--- src/rtl/csr_bus_arbiter_if.sv ---
// ----------------------------------------------------------------------------
// csr_bus_arbiter_if
// Bundles the bus signals around the CSR arbiter: two requester ports
// (m0 = host bus bridge, m1 = config loader / debug port), the shared CSR
// memory port, and the arbiter busy flag.
//
//   m0_* / m1_*  : req, addr, strb, wdata, wen from the requester;
//                  ack, rdata back to the requester
//   csr_*        : cs, wen, addr, strb, wdata to the register file;
//                  rdata (combinational) back from it
//   busy         : arbiter is in the middle of an access
//
// Modports:
//   slave  - the arbiter side
//   master - the surrounding system (requesters plus register file)
// ----------------------------------------------------------------------------
interface csr_bus_arbiter_if #(
  parameter int ADDR_WIDTH = 16,
  parameter int DATA_WIDTH = 32,
  parameter int STRB_WIDTH = 4
);

  logic                  m0_req;
  logic [ADDR_WIDTH-1:0] m0_addr;
  logic [STRB_WIDTH-1:0] m0_strb;
  logic [DATA_WIDTH-1:0] m0_wdata;
  logic                  m0_wen;
  logic                  m0_ack;
  logic [DATA_WIDTH-1:0] m0_rdata;

  logic                  m1_req;
  logic [ADDR_WIDTH-1:0] m1_addr;
  logic [STRB_WIDTH-1:0] m1_strb;
  logic [DATA_WIDTH-1:0] m1_wdata;
  logic                  m1_wen;
  logic                  m1_ack;
  logic [DATA_WIDTH-1:0] m1_rdata;

  logic                  csr_cs;
  logic                  csr_wen;
  logic [ADDR_WIDTH-1:0] csr_addr;
  logic [STRB_WIDTH-1:0] csr_strb;
  logic [DATA_WIDTH-1:0] csr_wdata;
  logic [DATA_WIDTH-1:0] csr_rdata;

  logic                  busy;

  modport slave (
    input  m0_req, m0_addr, m0_strb, m0_wdata, m0_wen,
    output m0_ack, m0_rdata,
    input  m1_req, m1_addr, m1_strb, m1_wdata, m1_wen,
    output m1_ack, m1_rdata,
    output csr_cs, csr_wen, csr_addr, csr_strb, csr_wdata,
    input  csr_rdata,
    output busy
  );

  modport master (
    output m0_req, m0_addr, m0_strb, m0_wdata, m0_wen,
    input  m0_ack, m0_rdata,
    output m1_req, m1_addr, m1_strb, m1_wdata, m1_wen,
    input  m1_ack, m1_rdata,
    input  csr_cs, csr_wen, csr_addr, csr_strb, csr_wdata,
    output csr_rdata,
    input  busy
  );

endinterface

--- src/rtl/csr_bus_arbiter.sv ---
// ----------------------------------------------------------------------------
// csr_bus_arbiter
// Shares one CSR register-file port between two requesters with round-robin
// arbitration. Each access takes three cycles: IDLE (arbitrate and register
// the winner's command), ACCESS (chip select high, read data captured),
// RESP (one-cycle ack to the winner). All outputs come straight from flops.
//
// Ports:
//   clk   - clock
//   rstn  - asynchronous active-low reset
//   bus   - csr_bus_arbiter_if.slave: requester ports m0/m1, CSR port, busy
// ----------------------------------------------------------------------------
module csr_bus_arbiter #(
  parameter int ADDR_WIDTH = 16,
  parameter int DATA_WIDTH = 32,
  parameter int STRB_WIDTH = 4
) (
  input logic               clk,
  input logic               rstn,
  csr_bus_arbiter_if.slave  bus
);

  typedef enum logic [1:0] {
    IDLE   = 2'd0,
    ACCESS = 2'd1,
    RESP   = 2'd2
  } state_e;

  state_e                state_q, state_d;
  logic                  last_grant_q, last_grant_d;
  logic                  winner_q, winner_d;
  logic                  csr_cs_q, csr_cs_d;
  logic                  csr_wen_q, csr_wen_d;
  logic [ADDR_WIDTH-1:0] csr_addr_q, csr_addr_d;
  logic [STRB_WIDTH-1:0] csr_strb_q, csr_strb_d;
  logic [DATA_WIDTH-1:0] csr_wdata_q, csr_wdata_d;
  logic                  m0_ack_q, m0_ack_d;
  logic                  m1_ack_q, m1_ack_d;
  logic [DATA_WIDTH-1:0] m0_rdata_q, m0_rdata_d;
  logic [DATA_WIDTH-1:0] m1_rdata_q, m1_rdata_d;
  logic                  busy_q, busy_d;
  logic                  grant;
  logic [DATA_WIDTH-1:0] resp;

  // Next-state and output-register logic. The per-requester rdata flops act
  // as the response register: they are loaded at the end of ACCESS only for
  // the winner and fall back to zero on every other cycle, so rdata is zero
  // whenever the matching ack is low.
  always_comb begin
    state_d      = state_q;
    last_grant_d = last_grant_q;
    winner_d     = winner_q;
    csr_cs_d     = 1'b0;
    csr_wen_d    = 1'b0;
    csr_addr_d   = csr_addr_q;
    csr_strb_d   = csr_strb_q;
    csr_wdata_d  = csr_wdata_q;
    m0_ack_d     = 1'b0;
    m1_ack_d     = 1'b0;
    m0_rdata_d   = '0;
    m1_rdata_d   = '0;
    grant        = 1'b0;
    resp         = '0;

    case (state_q)
      IDLE: begin
        if (bus.m0_req || bus.m1_req) begin
          // Under contention the requester that did not win last time goes
          // first; otherwise the single pending requester wins.
          grant       = (bus.m0_req && bus.m1_req) ? ~last_grant_q : bus.m1_req;
          winner_d    = grant;
          csr_cs_d    = 1'b1;
          csr_wen_d   = grant ? bus.m1_wen   : bus.m0_wen;
          csr_addr_d  = grant ? bus.m1_addr  : bus.m0_addr;
          csr_strb_d  = grant ? bus.m1_strb  : bus.m0_strb;
          csr_wdata_d = grant ? bus.m1_wdata : bus.m0_wdata;
          state_d     = ACCESS;
        end
      end

      ACCESS: begin
        // csr_wen_q still holds the registered command type here.
        resp = csr_wen_q ? '0 : bus.csr_rdata;
        if (winner_q) begin
          m1_ack_d   = 1'b1;
          m1_rdata_d = resp;
        end else begin
          m0_ack_d   = 1'b1;
          m0_rdata_d = resp;
        end
        state_d = RESP;
      end

      RESP: begin
        last_grant_d = winner_q;
        state_d      = IDLE;
      end

      default: state_d = IDLE;
    endcase

    busy_d = (state_d != IDLE);
  end

  // State and output registers; reset restores the pointer to requester 1 so
  // requester 0 wins the first contention.
  always_ff @(posedge clk or negedge rstn) begin
    if (!rstn) begin
      state_q      <= IDLE;
      last_grant_q <= 1'b1;
      winner_q     <= 1'b0;
      csr_cs_q     <= 1'b0;
      csr_wen_q    <= 1'b0;
      csr_addr_q   <= '0;
      csr_strb_q   <= '0;
      csr_wdata_q  <= '0;
      m0_ack_q     <= 1'b0;
      m1_ack_q     <= 1'b0;
      m0_rdata_q   <= '0;
      m1_rdata_q   <= '0;
      busy_q       <= 1'b0;
    end else begin
      state_q      <= state_d;
      last_grant_q <= last_grant_d;
      winner_q     <= winner_d;
      csr_cs_q     <= csr_cs_d;
      csr_wen_q    <= csr_wen_d;
      csr_addr_q   <= csr_addr_d;
      csr_strb_q   <= csr_strb_d;
      csr_wdata_q  <= csr_wdata_d;
      m0_ack_q     <= m0_ack_d;
      m1_ack_q     <= m1_ack_d;
      m0_rdata_q   <= m0_rdata_d;
      m1_rdata_q   <= m1_rdata_d;
      busy_q       <= busy_d;
    end
  end

  assign bus.csr_cs    = csr_cs_q;
  assign bus.csr_wen   = csr_wen_q;
  assign bus.csr_addr  = csr_addr_q;
  assign bus.csr_strb  = csr_strb_q;
  assign bus.csr_wdata = csr_wdata_q;
  assign bus.m0_ack    = m0_ack_q;
  assign bus.m1_ack    = m1_ack_q;
  assign bus.m0_rdata  = m0_rdata_q;
  assign bus.m1_rdata  = m1_rdata_q;
  assign bus.busy      = busy_q;

endmodule

--- src/flat_wrapper.sv ---
// flat-port wrapper written by rule: the top's interface ports become plain ports
module csr_bus_arbiter_flat 
#(
  parameter int ADDR_WIDTH = 16,
  parameter int DATA_WIDTH = 32,
  parameter int STRB_WIDTH = 4
)
  (clk, rstn, bus_m0_req, bus_m0_addr, bus_m0_strb, bus_m0_wdata, bus_m0_wen, bus_m0_ack, bus_m0_rdata, bus_m1_req, bus_m1_addr, bus_m1_strb, bus_m1_wdata, bus_m1_wen, bus_m1_ack, bus_m1_rdata, bus_csr_cs, bus_csr_wen, bus_csr_addr, bus_csr_strb, bus_csr_wdata, bus_csr_rdata, bus_busy);
  csr_bus_arbiter_if #(.ADDR_WIDTH(ADDR_WIDTH), .DATA_WIDTH(DATA_WIDTH), .STRB_WIDTH(STRB_WIDTH)) bus_i ();
  input logic clk;
  input logic rstn;
  input wire logic [$bits(bus_i.m0_req)-1:0] bus_m0_req;
  input wire logic [$bits(bus_i.m0_addr)-1:0] bus_m0_addr;
  input wire logic [$bits(bus_i.m0_strb)-1:0] bus_m0_strb;
  input wire logic [$bits(bus_i.m0_wdata)-1:0] bus_m0_wdata;
  input wire logic [$bits(bus_i.m0_wen)-1:0] bus_m0_wen;
  output wire logic [$bits(bus_i.m0_ack)-1:0] bus_m0_ack;
  output wire logic [$bits(bus_i.m0_rdata)-1:0] bus_m0_rdata;
  input wire logic [$bits(bus_i.m1_req)-1:0] bus_m1_req;
  input wire logic [$bits(bus_i.m1_addr)-1:0] bus_m1_addr;
  input wire logic [$bits(bus_i.m1_strb)-1:0] bus_m1_strb;
  input wire logic [$bits(bus_i.m1_wdata)-1:0] bus_m1_wdata;
  input wire logic [$bits(bus_i.m1_wen)-1:0] bus_m1_wen;
  output wire logic [$bits(bus_i.m1_ack)-1:0] bus_m1_ack;
  output wire logic [$bits(bus_i.m1_rdata)-1:0] bus_m1_rdata;
  output wire logic [$bits(bus_i.csr_cs)-1:0] bus_csr_cs;
  output wire logic [$bits(bus_i.csr_wen)-1:0] bus_csr_wen;
  output wire logic [$bits(bus_i.csr_addr)-1:0] bus_csr_addr;
  output wire logic [$bits(bus_i.csr_strb)-1:0] bus_csr_strb;
  output wire logic [$bits(bus_i.csr_wdata)-1:0] bus_csr_wdata;
  input wire logic [$bits(bus_i.csr_rdata)-1:0] bus_csr_rdata;
  output wire logic [$bits(bus_i.busy)-1:0] bus_busy;
  assign bus_i.m0_req = bus_m0_req;
  assign bus_i.m0_addr = bus_m0_addr;
  assign bus_i.m0_strb = bus_m0_strb;
  assign bus_i.m0_wdata = bus_m0_wdata;
  assign bus_i.m0_wen = bus_m0_wen;
  assign bus_m0_ack = bus_i.m0_ack;
  assign bus_m0_rdata = bus_i.m0_rdata;
  assign bus_i.m1_req = bus_m1_req;
  assign bus_i.m1_addr = bus_m1_addr;
  assign bus_i.m1_strb = bus_m1_strb;
  assign bus_i.m1_wdata = bus_m1_wdata;
  assign bus_i.m1_wen = bus_m1_wen;
  assign bus_m1_ack = bus_i.m1_ack;
  assign bus_m1_rdata = bus_i.m1_rdata;
  assign bus_csr_cs = bus_i.csr_cs;
  assign bus_csr_wen = bus_i.csr_wen;
  assign bus_csr_addr = bus_i.csr_addr;
  assign bus_csr_strb = bus_i.csr_strb;
  assign bus_csr_wdata = bus_i.csr_wdata;
  assign bus_i.csr_rdata = bus_csr_rdata;
  assign bus_busy = bus_i.busy;
  csr_bus_arbiter #(.ADDR_WIDTH(ADDR_WIDTH), .DATA_WIDTH(DATA_WIDTH), .STRB_WIDTH(STRB_WIDTH)) u_core (.clk(clk), .rstn(rstn), .bus(bus_i));
endmodule
--- config.mk ---
export PLATFORM = sky130hd
export DESIGN_NAME = csr_bus_arbiter_flat
export DESIGN_NICKNAME = d
export VERILOG_FILES = /design/src/rtl/csr_bus_arbiter_if.sv /design/src/rtl/csr_bus_arbiter.sv /design/src/flat_wrapper.sv
export SDC_FILE = /design/constraint.sdc
export NUM_CORES = 1
export LEC_CHECK = 0
export CAP_MARGIN = 20
export CORE_ASPECT_RATIO = 1.2
export CORE_MARGIN = 5
export CORE_UTILIZATION = 37
export CTS_CLUSTER_DIAMETER = 50
export CTS_CLUSTER_SIZE = 12
export DETAILED_ROUTE_END_ITERATION = 16
export PLACE_DENSITY = 0.88
export SYNTH_ARGS = -nofsm -noshare
export SYNTH_HDL_FRONTEND = slang
export SYNTH_SLANG_ARGS = --single-unit
--- constraint.sdc ---
create_clock -name clk -period 1.5 [get_ports clk]
set_input_delay 0.3 -clock clk [delete_from_list [all_inputs] [get_ports clk]]
set_output_delay 0.3 -clock clk [all_outputs]
set_load 0.05 [all_outputs]
==> summary.md, run 1 <==
| Metric | Value |
|---|---|
| Status | `finished with violations` |
| Violated checks | `negative setup slack` |
| Netlist Area Pre-Place | `about 5400 um2` |
| CTS Sinks | `around 130` |
| Slew HR | `about four fifths` |
| Crit path launch | `u_core.last_grant_q` |
| Post-Layout Cell Count | `about 840` |
| Total congestion overflow | `0` |
| Worst-margin pin slew | `approximately 0.31 ns` |
| Worst-path clk slew | `~0.060 ns` |
| Most frequent cell after synthesis | `dfrtp_1` |
| Clk_lat worst skew | `around 0.40 ns` |
| Synth Flop Type | `dfrtp_1` |
| Core area | `~14,000 um2` |
| RSZ-0062 raised after global routing | `true` |
| Multi-input gate area | `roughly 2100 um2` |
| Vias | `3,980` |
| Initial antenna violation count | `0` |
| Routed wire length | `~18 mm` |
| Hold Crit Class | `primary input to async pin` |
| Ant diodes | `0` |
| Endpoints failing setup | `52` |
| Area Overhead vs Synth | `92.5%` |
| Max Root-Sink Buffers | `2` |
| Max IR drop VDD | `between 1000 and 1500 uV` |
| Starting density of the core | `a little under two fifths` |
| Routed length per instance | `about 21 um` |
| Syn nets | `a little over 500` |
| Sequential area share after synthesis | `58.1%` |
| Filler instances | `a little under 900` |
| Synth area leaders | `dfrtp_1 58%, mux2_4 27%, nor2_1 4.5%` |
| Final hold violation count | `0` |
| Final min period | `around 1.7 ns` |
| Crit path kind | `register to register` |
| DRT Pass-1 Iters | `4` |
| Synth area leader | `dfrtp_1` |
| Crit Path Max Fanout | `6` |
| Ys Warns | `0` |
| Final count of pins violating max slew | `0` |
| GP Congestion | `between 0.8 and 0.9` |
| Final antenna-violating net count | `0` |
| Most common library cells after synthesis | `124 x dfrtp_1, 96 x mux2_4, 65 x nor2_1` |
| Final Cycle Share | `115%` |
| Startpoint class of the critical path | `register` |
| EDFF count, synth | `0` |
| Worst clock skew | `around 0.0047 ns` |
| Post-DP Area | `9540 um2` |
| CTS root buf | `clkbuf_16` |
| First-pass GRT wire length | `27.1 mm` |
| Post-Syn Area per Cell | `14.8 um2` |
| Critical path arrival | `~2.0 ns` |
| Nets | `roughly 800` |
| Top-area cell type share of the netlist area | `57.6%` |
| Ports | `approximately 260` |
| Asr flop ratio synth | `100%` |
| Post-Synthesis Cells | `between 300 and 400` |
| Die X-Extent | `120 um` |
| # port buffers | `between 200 and 300` |
| P_leak | `slightly below 5 nW` |
| Initial drt markers | `around 140` |
| Required @ worst endpoint | `1.78 ns` |
| Max Cap Viol | `0` |
| CTS H-tree depth | `4` |
| # rows | `48` |
| Kind of end point of the critical path | `register` |
| Worst R2R Start | `u_core.last_grant_q` |
| PwrDens | `~2200 nW/um2` |
| Yosys cell types | `20` |
| Die area | `17,100 um2` |
| Die Height | `142 um` |
| Final WS setup | `-0.232 ns` |
| TritonCTS clock tree | `built` |
| Seq. cell area | `~3100 um2` |
| Final instance area | `between 10,000 and 15,000 um2` |
| Drt drc | `0` |
| Fraction of layout cells with a size suffix above 1 | `a little over two fifths` |
| Seq cells post-synth | `approximately 130` |
| Vias/cell | `~4.7` |
| Num CTS Buffers | `17` |
| Vias in the first global route | `roughly 4,700` |
| Total track usage | `21.0%` |
| Largest net degree at the start of global routing | `50` |
| Final hold slack | `about 0.32 ns` |
| Placed Instances | `approximately 810` |
| Dpl hpwl | `13.3 mm` |
| Max Freq | `slightly below 600 MHz` |
## metal layers
layer / wire (um) / share of wire [%] / vias to the layer above / track usage [%]
li1: - / - / 1789 / -
met1: 6050 / 35 / 1959 / 21.2
met2: 9360 / 53 / 204 / 38.5
met3: 1690 / 9.6 / 28 / 9.54
met4: 406 / 2.3 / 0 / 7.00
met5: 0 / 0 / - / 0
## flip-flops by register name (all words and copies together), names as in the netlist
signal,cells
u_core.bus.csr_wdata,32
u_core.bus.m0_rdata,32
u_core.bus.m1_rdata,32
u_core.bus.csr_addr,16
u_core.bus.csr_strb,4
u_core.state_q,2
u_core.bus.busy,1
u_core.bus.csr_cs,1
u_core.bus.csr_wen,1
u_core.bus.m0_ack,1
u_core.bus.m1_ack,1
u_core.last_grant_q,1
u_core.winner_q,1
## through the flow
step                power [mW]  setup slack [ns]  setup TNS [ns]  util [%]
finish                    23.1            -0.232           -9.33      72.2
global route              23.9            -0.253          -10.82      72.2
CTS                       23.3            -0.222           -9.54      72.1
detailed placement        18.7            -0.569          -28.34      66.5
global placement          18.4            -0.515          -25.86      66.5
floorplan                 11.9           -0.0867           -4.13         -
## final timing paths
path | cells after the start | to | slack [ns]
max | 5 | u_core.bus.csr_wdata[10] | -0.23
max reg2reg | 5 | u_core.bus.csr_wdata[10] | -0.23
min in group clk | 3 | u_core.bus.m1_rdata[22] | 0.46
min reg2reg | 1 | u_core.bus.csr_cs | 0.55
min | 2 | u_core.bus.csr_wdata[14] | 0.32
max in group asynchronous | 3 | u_core.last_grant_q | 0.61
## cells by family after synthesis
family / share of synthesized area [%]
buffers and inverters: 3.72
and+or+nand+nor: 8.92
AOI/OAI and AO/OA: 0.418
muxes: 28.8
DFF: 58.1
## power breakdown
group	switching [mW]	internal, mW	total, mW
registers	1.27	4.55	5.82
clock network	1.56	2.65	4.21
logic	6.19	6.87	13.1
total	9.02	14.1	23.1
## timing repair
action,4_1_cts,5_1_grt
setup endpoints to repair,53,53
pin swaps,1,1
setup buffers,2,0
gates cloned,3,0
hold buffers,1,0
endpoints found under the hold margin,13,0
resized for setup,18,5
## worst max-delay path, cell delays in order (launching register included)
cell and delay (ns):
dfstp_2 0.55, a21bo_4 0.18, buf_12 0.15, buf_16 0.14
mux2_4 0.31, mux2_4 0.28
## final cells by class
cell class,instances,area share (%)
Multi-Input combinational cell,213,20.3
Clock buffer,18,4.14
Inverter,4,0.145
Sequential cell,125,30.2
Timing Repair Buffer,294,41.3
Tap cell,175,2.11
Clock inverter,14,1.76
## layout by cell type, fill, tap and decap left out, drive strengths merged
| master | instances |
|---|---|
| dlygate4sd3 | 1 |
| nor2 | 65 |
| o21ai | 1 |
| mux2i | 2 |
| nand2 | 2 |
| clkbuf | 18 |
| clkdlybuf4s50 | 140 |
| nor2b | 2 |
| buf | 153 |
| o31ai | 1 |
| nand2b | 32 |
| clkinvlp | 2 |
| nor3 | 2 |
| clkinv | 4 |
| or2 | 1 |
| a21bo | 1 |
| dfstp | 1 |
| dfrtp | 124 |
| inv | 9 |
| mux2 | 104 |
| bufinv | 3 |
Power figures use the tool's default switching activity.
==> inputs of run 2 (changes only) <==
--- a/config.mk
+++ b/config.mk
@@ -16,3 +16,4 @@
 export SYNTH_ARGS = -nofsm -noshare
 export SYNTH_HDL_FRONTEND = slang
 export SYNTH_SLANG_ARGS = --single-unit
+export TNS_END_PERCENT = 50
==> run 2 against run 1 <==
Against the previous run:
- the flow still finishes with violations (negative setup slack)
- die area unchanged
- combinational power barely moved
- worst setup slack hardly changed
- worst hold slack is essentially flat
- core utilization barely moved
- clock power is essentially flat
- routed wire length about the same
- critical path depth unchanged
- maximum frequency barely moved
- count of clock-buffer cells in the layout stayed put
==> summary.md, run 2 (same netlist as run 1, synthesis figures left out) <==
| Metric | Value |
|---|---|
| Slew HR | `79.6% (was 79.5%)` |
| Vias/cell | `4.72 (about the same)` |
| Tot Pwr | `23.1 mW (about the same)` |
| Core area | `14,400 um2 (unchanged)` |
| Kind of end point of the critical path | `register (unchanged)` |
| CTS root buf | `clkbuf_16 (unchanged)` |
| Routed wire length | `17.5 mm (about the same)` |
| Starting density of the core | `37.5% (unchanged)` |
| Fraction of layout cells with a size suffix above 1 | `43.7% (was 43.9%)` |
| Max Cap Viol | `0 (unchanged)` |
| Post-DP Area | `9540 um2 (unchanged)` |
| Die X-Extent | `120 um (unchanged)` |
| Max IR drop VDD | `1060 uV (about the same)` |
| Seq. cell area | `3130 um2 (unchanged)` |
| PwrDens | `2230 nW/um2 (about the same)` |
| Area Overhead vs Synth | `92.5% (about the same)` |
| Commonest cells after routing, fill and taps aside | `140 x clkdlybuf4s50_1, 131 x buf_12, 124 x dfrtp_1 (unchanged)` |
| Num CTS Buffers | `17 (unchanged)` |
| Final Cycle Share | `115% (about the same)` |
| Drt drc | `0 (unchanged)` |
| Total congestion overflow | `0 (unchanged)` |
| Max Freq | `578 MHz (about the same)` |
| Final instance area | `10,400 um2 (about the same)` |
| Clk_lat worst skew | `0.40 ns (about the same)` |
| Final min period | `1.73 ns (about the same)` |
| Reg2Reg Setup Slack | `-0.23 ns (about the same)` |
| Vias in the first global route | `4,668 (unchanged)` |
| Final antenna-violating net count | `0 (unchanged)` |
| Place WS | `-0.569 ns (unchanged)` |
| TritonCTS clock tree | `built (unchanged)` |
| Vias | `3,979 (was 3,980)` |
| Filler instances | `874 (was 873)` |
| Final count of pins violating max slew | `0 (unchanged)` |
| Max Root-Sink Buffers | `2 (unchanged)` |
| Worst R2R Start | `u_core.last_grant_q (unchanged)` |
| CTS Sinks | `125 (unchanged)` |
| RSZ-0062 raised after global routing | `true (unchanged)` |
| Initial drt markers | `139 (unchanged)` |
| Hold Crit Class | `primary input to async pin (unchanged)` |
| Worst-margin pin slew | `0.305 ns (was 0.306 ns)` |
| CTS H-tree depth | `4 (unchanged)` |
| Crit Path Max Fanout | `6 (unchanged)` |
| GP Congestion | `0.821 (unchanged)` |
| Startpoint class of the critical path | `register (unchanged)` |
| Total track usage | `21.0% (unchanged)` |
| Required @ worst endpoint | `1.78 ns (about the same)` |
| Violated checks | `negative setup slack (unchanged)` |
| Dpl hpwl | `13.3 mm (unchanged)` |
| P_leak | `4.86 nW (about the same)` |
| Critical path arrival | `2.01 ns (about the same)` |
| Largest net degree at the start of global routing | `50 (unchanged)` |
| Buf+Inv Stages, Crit Path | `2 (unchanged)` |
| # rows | `48 (unchanged)` |
| Routed length per instance | `20.8 um (about the same)` |
| Post-Layout Cell Count | `843 (unchanged)` |
| Multi-input gate area | `2100 um2 (about the same)` |
| Initial antenna violation count | `0 (unchanged)` |
| # port buffers | `262 (unchanged)` |
| Die Height | `142 um (unchanged)` |
| Most common cell after layout, fill and taps aside | `clkdlybuf4s50_1 (unchanged)` |
| Post-layout util | `72.2% (about the same)` |
| Ports | `263 (unchanged)` |
| Slowest cell on the critical path | `dfstp_2 (unchanged)` |
| Crit path top cell by count | `mux2_4 (unchanged)` |
| Crit-path cells | `a21bo_4, buf_12, buf_16, mux2_4, mux2_4 (unchanged)` |
| Worst path max stage delay | `0.55 ns (about the same)` |
| Die area | `17,100 um2 (unchanged)` |
| Placed Instances | `805 (unchanged)` |
| Final hold violation count | `0 (unchanged)` |
| Nets | `797 (unchanged)` |
| DRT Pass-1 Iters | `4 (unchanged)` |
| Worst-path clk slew | `0.06 ns (about the same)` |
| Final WS setup | `-0.232 ns (about the same)` |
| Status | `finished with violations (unchanged)` |
| Worst clock skew | `0.00459 ns (was 0.00474 ns)` |
| First-pass GRT wire length | `27.1 mm (unchanged)` |
| Crit path kind | `register to register (unchanged)` |
| Ant diodes | `0 (unchanged)` |
| Endpoints failing setup | `52 (unchanged)` |
| Crit path launch | `u_core.last_grant_q (unchanged)` |
| Cell family with most CP delay | `multiplexers (unchanged)` |
run 2: cell types whose count changed in the layout (fill, tap and decap cells not counted):
cell / before / now
nor2b_1: 1 / 2
nor2b_2: 1 / 0
run 2: power by group:
group / leakage, nW / internal, mW / total [mW] / switching (mW)
sequential: 1.60 / 4.55 / 5.82 / 1.27
clock: 0.294 / 2.65 / 4.21 / 1.56
combinational: 2.96 / 6.87 / 13.1 / 6.19
run 2: timing repair:
item,4_1_cts,5_1_grt
hold buffers,1,0
pin swaps,1,1
gates resized for setup,18,4
cloned,3,0
setup endpoints to repair,53,53
setup buffers,2,0
endpoints found under the hold margin,13,0
run 2: metrics by stage:
stage,hold slack [ns],TNS [ns]
2_1_floorplan,0.00441,-4.13
3_3_place_gp,0.198,-25.86
3_5_place_dp,0.197,-28.34
4_1_cts,0.305,-9.54
5_1_grt,0.310,-10.84
6_report,0.320,-9.32
run 2: layer usage:
layer | routed length (um) | up-vias | part of all wire [%] | track usage (%)
li1 | - | 1789 | - | -
met1 | 6050 | 1958 | 35 | 21.2
met2 | 9360 | 204 | 53 | 38.5
met3 | 1690 | 28 | 9.6 | 9.54
met4 | 406 | 0 | 2.3 | 7.00
met5 | 0 | - | 0 | 0
run 2: worst paths after layout:
check,end,depth (start not counted)
worst min-delay path,u_core.bus.csr_wdata[14],2
worst min register to register,u_core.bus.csr_cs,1
max in group asynchronous,u_core.last_grant_q,3
min in group clk,u_core.bus.m1_rdata[22],3
worst max register to register,u_core.bus.csr_wdata[10],5
worst max-delay path,u_core.bus.csr_wdata[10],5
run 2: area by class of cell:
cell class	count	area share (%)
multi-input cells	213	20.3
repair buffers	294	41.4
inverters	4	0.145
flip-flops and latches	125	30.2
clock buffers	18	4.14
clock inverters	14	1.76
well taps	175	2.11
==> inputs of run 3 (changes only) <==
--- a/config.mk
+++ b/config.mk
@@ -5,15 +5,15 @@
 export SDC_FILE = /design/constraint.sdc
 export NUM_CORES = 1
 export LEC_CHECK = 0
+export ABC_CLOCK_PERIOD_IN_PS = 1500
 export CAP_MARGIN = 20
 export CORE_ASPECT_RATIO = 1.2
 export CORE_MARGIN = 5
 export CORE_UTILIZATION = 37
-export CTS_CLUSTER_DIAMETER = 50
+export CTS_CLUSTER_DIAMETER = 40
 export CTS_CLUSTER_SIZE = 12
 export DETAILED_ROUTE_END_ITERATION = 16
 export PLACE_DENSITY = 0.88
 export SYNTH_ARGS = -nofsm -noshare
 export SYNTH_HDL_FRONTEND = slang
 export SYNTH_SLANG_ARGS = --single-unit
-export TNS_END_PERCENT = 50
==> results of run 3 <==
Same layout as run 1: the final DEF is identical, and so are final timing and power.
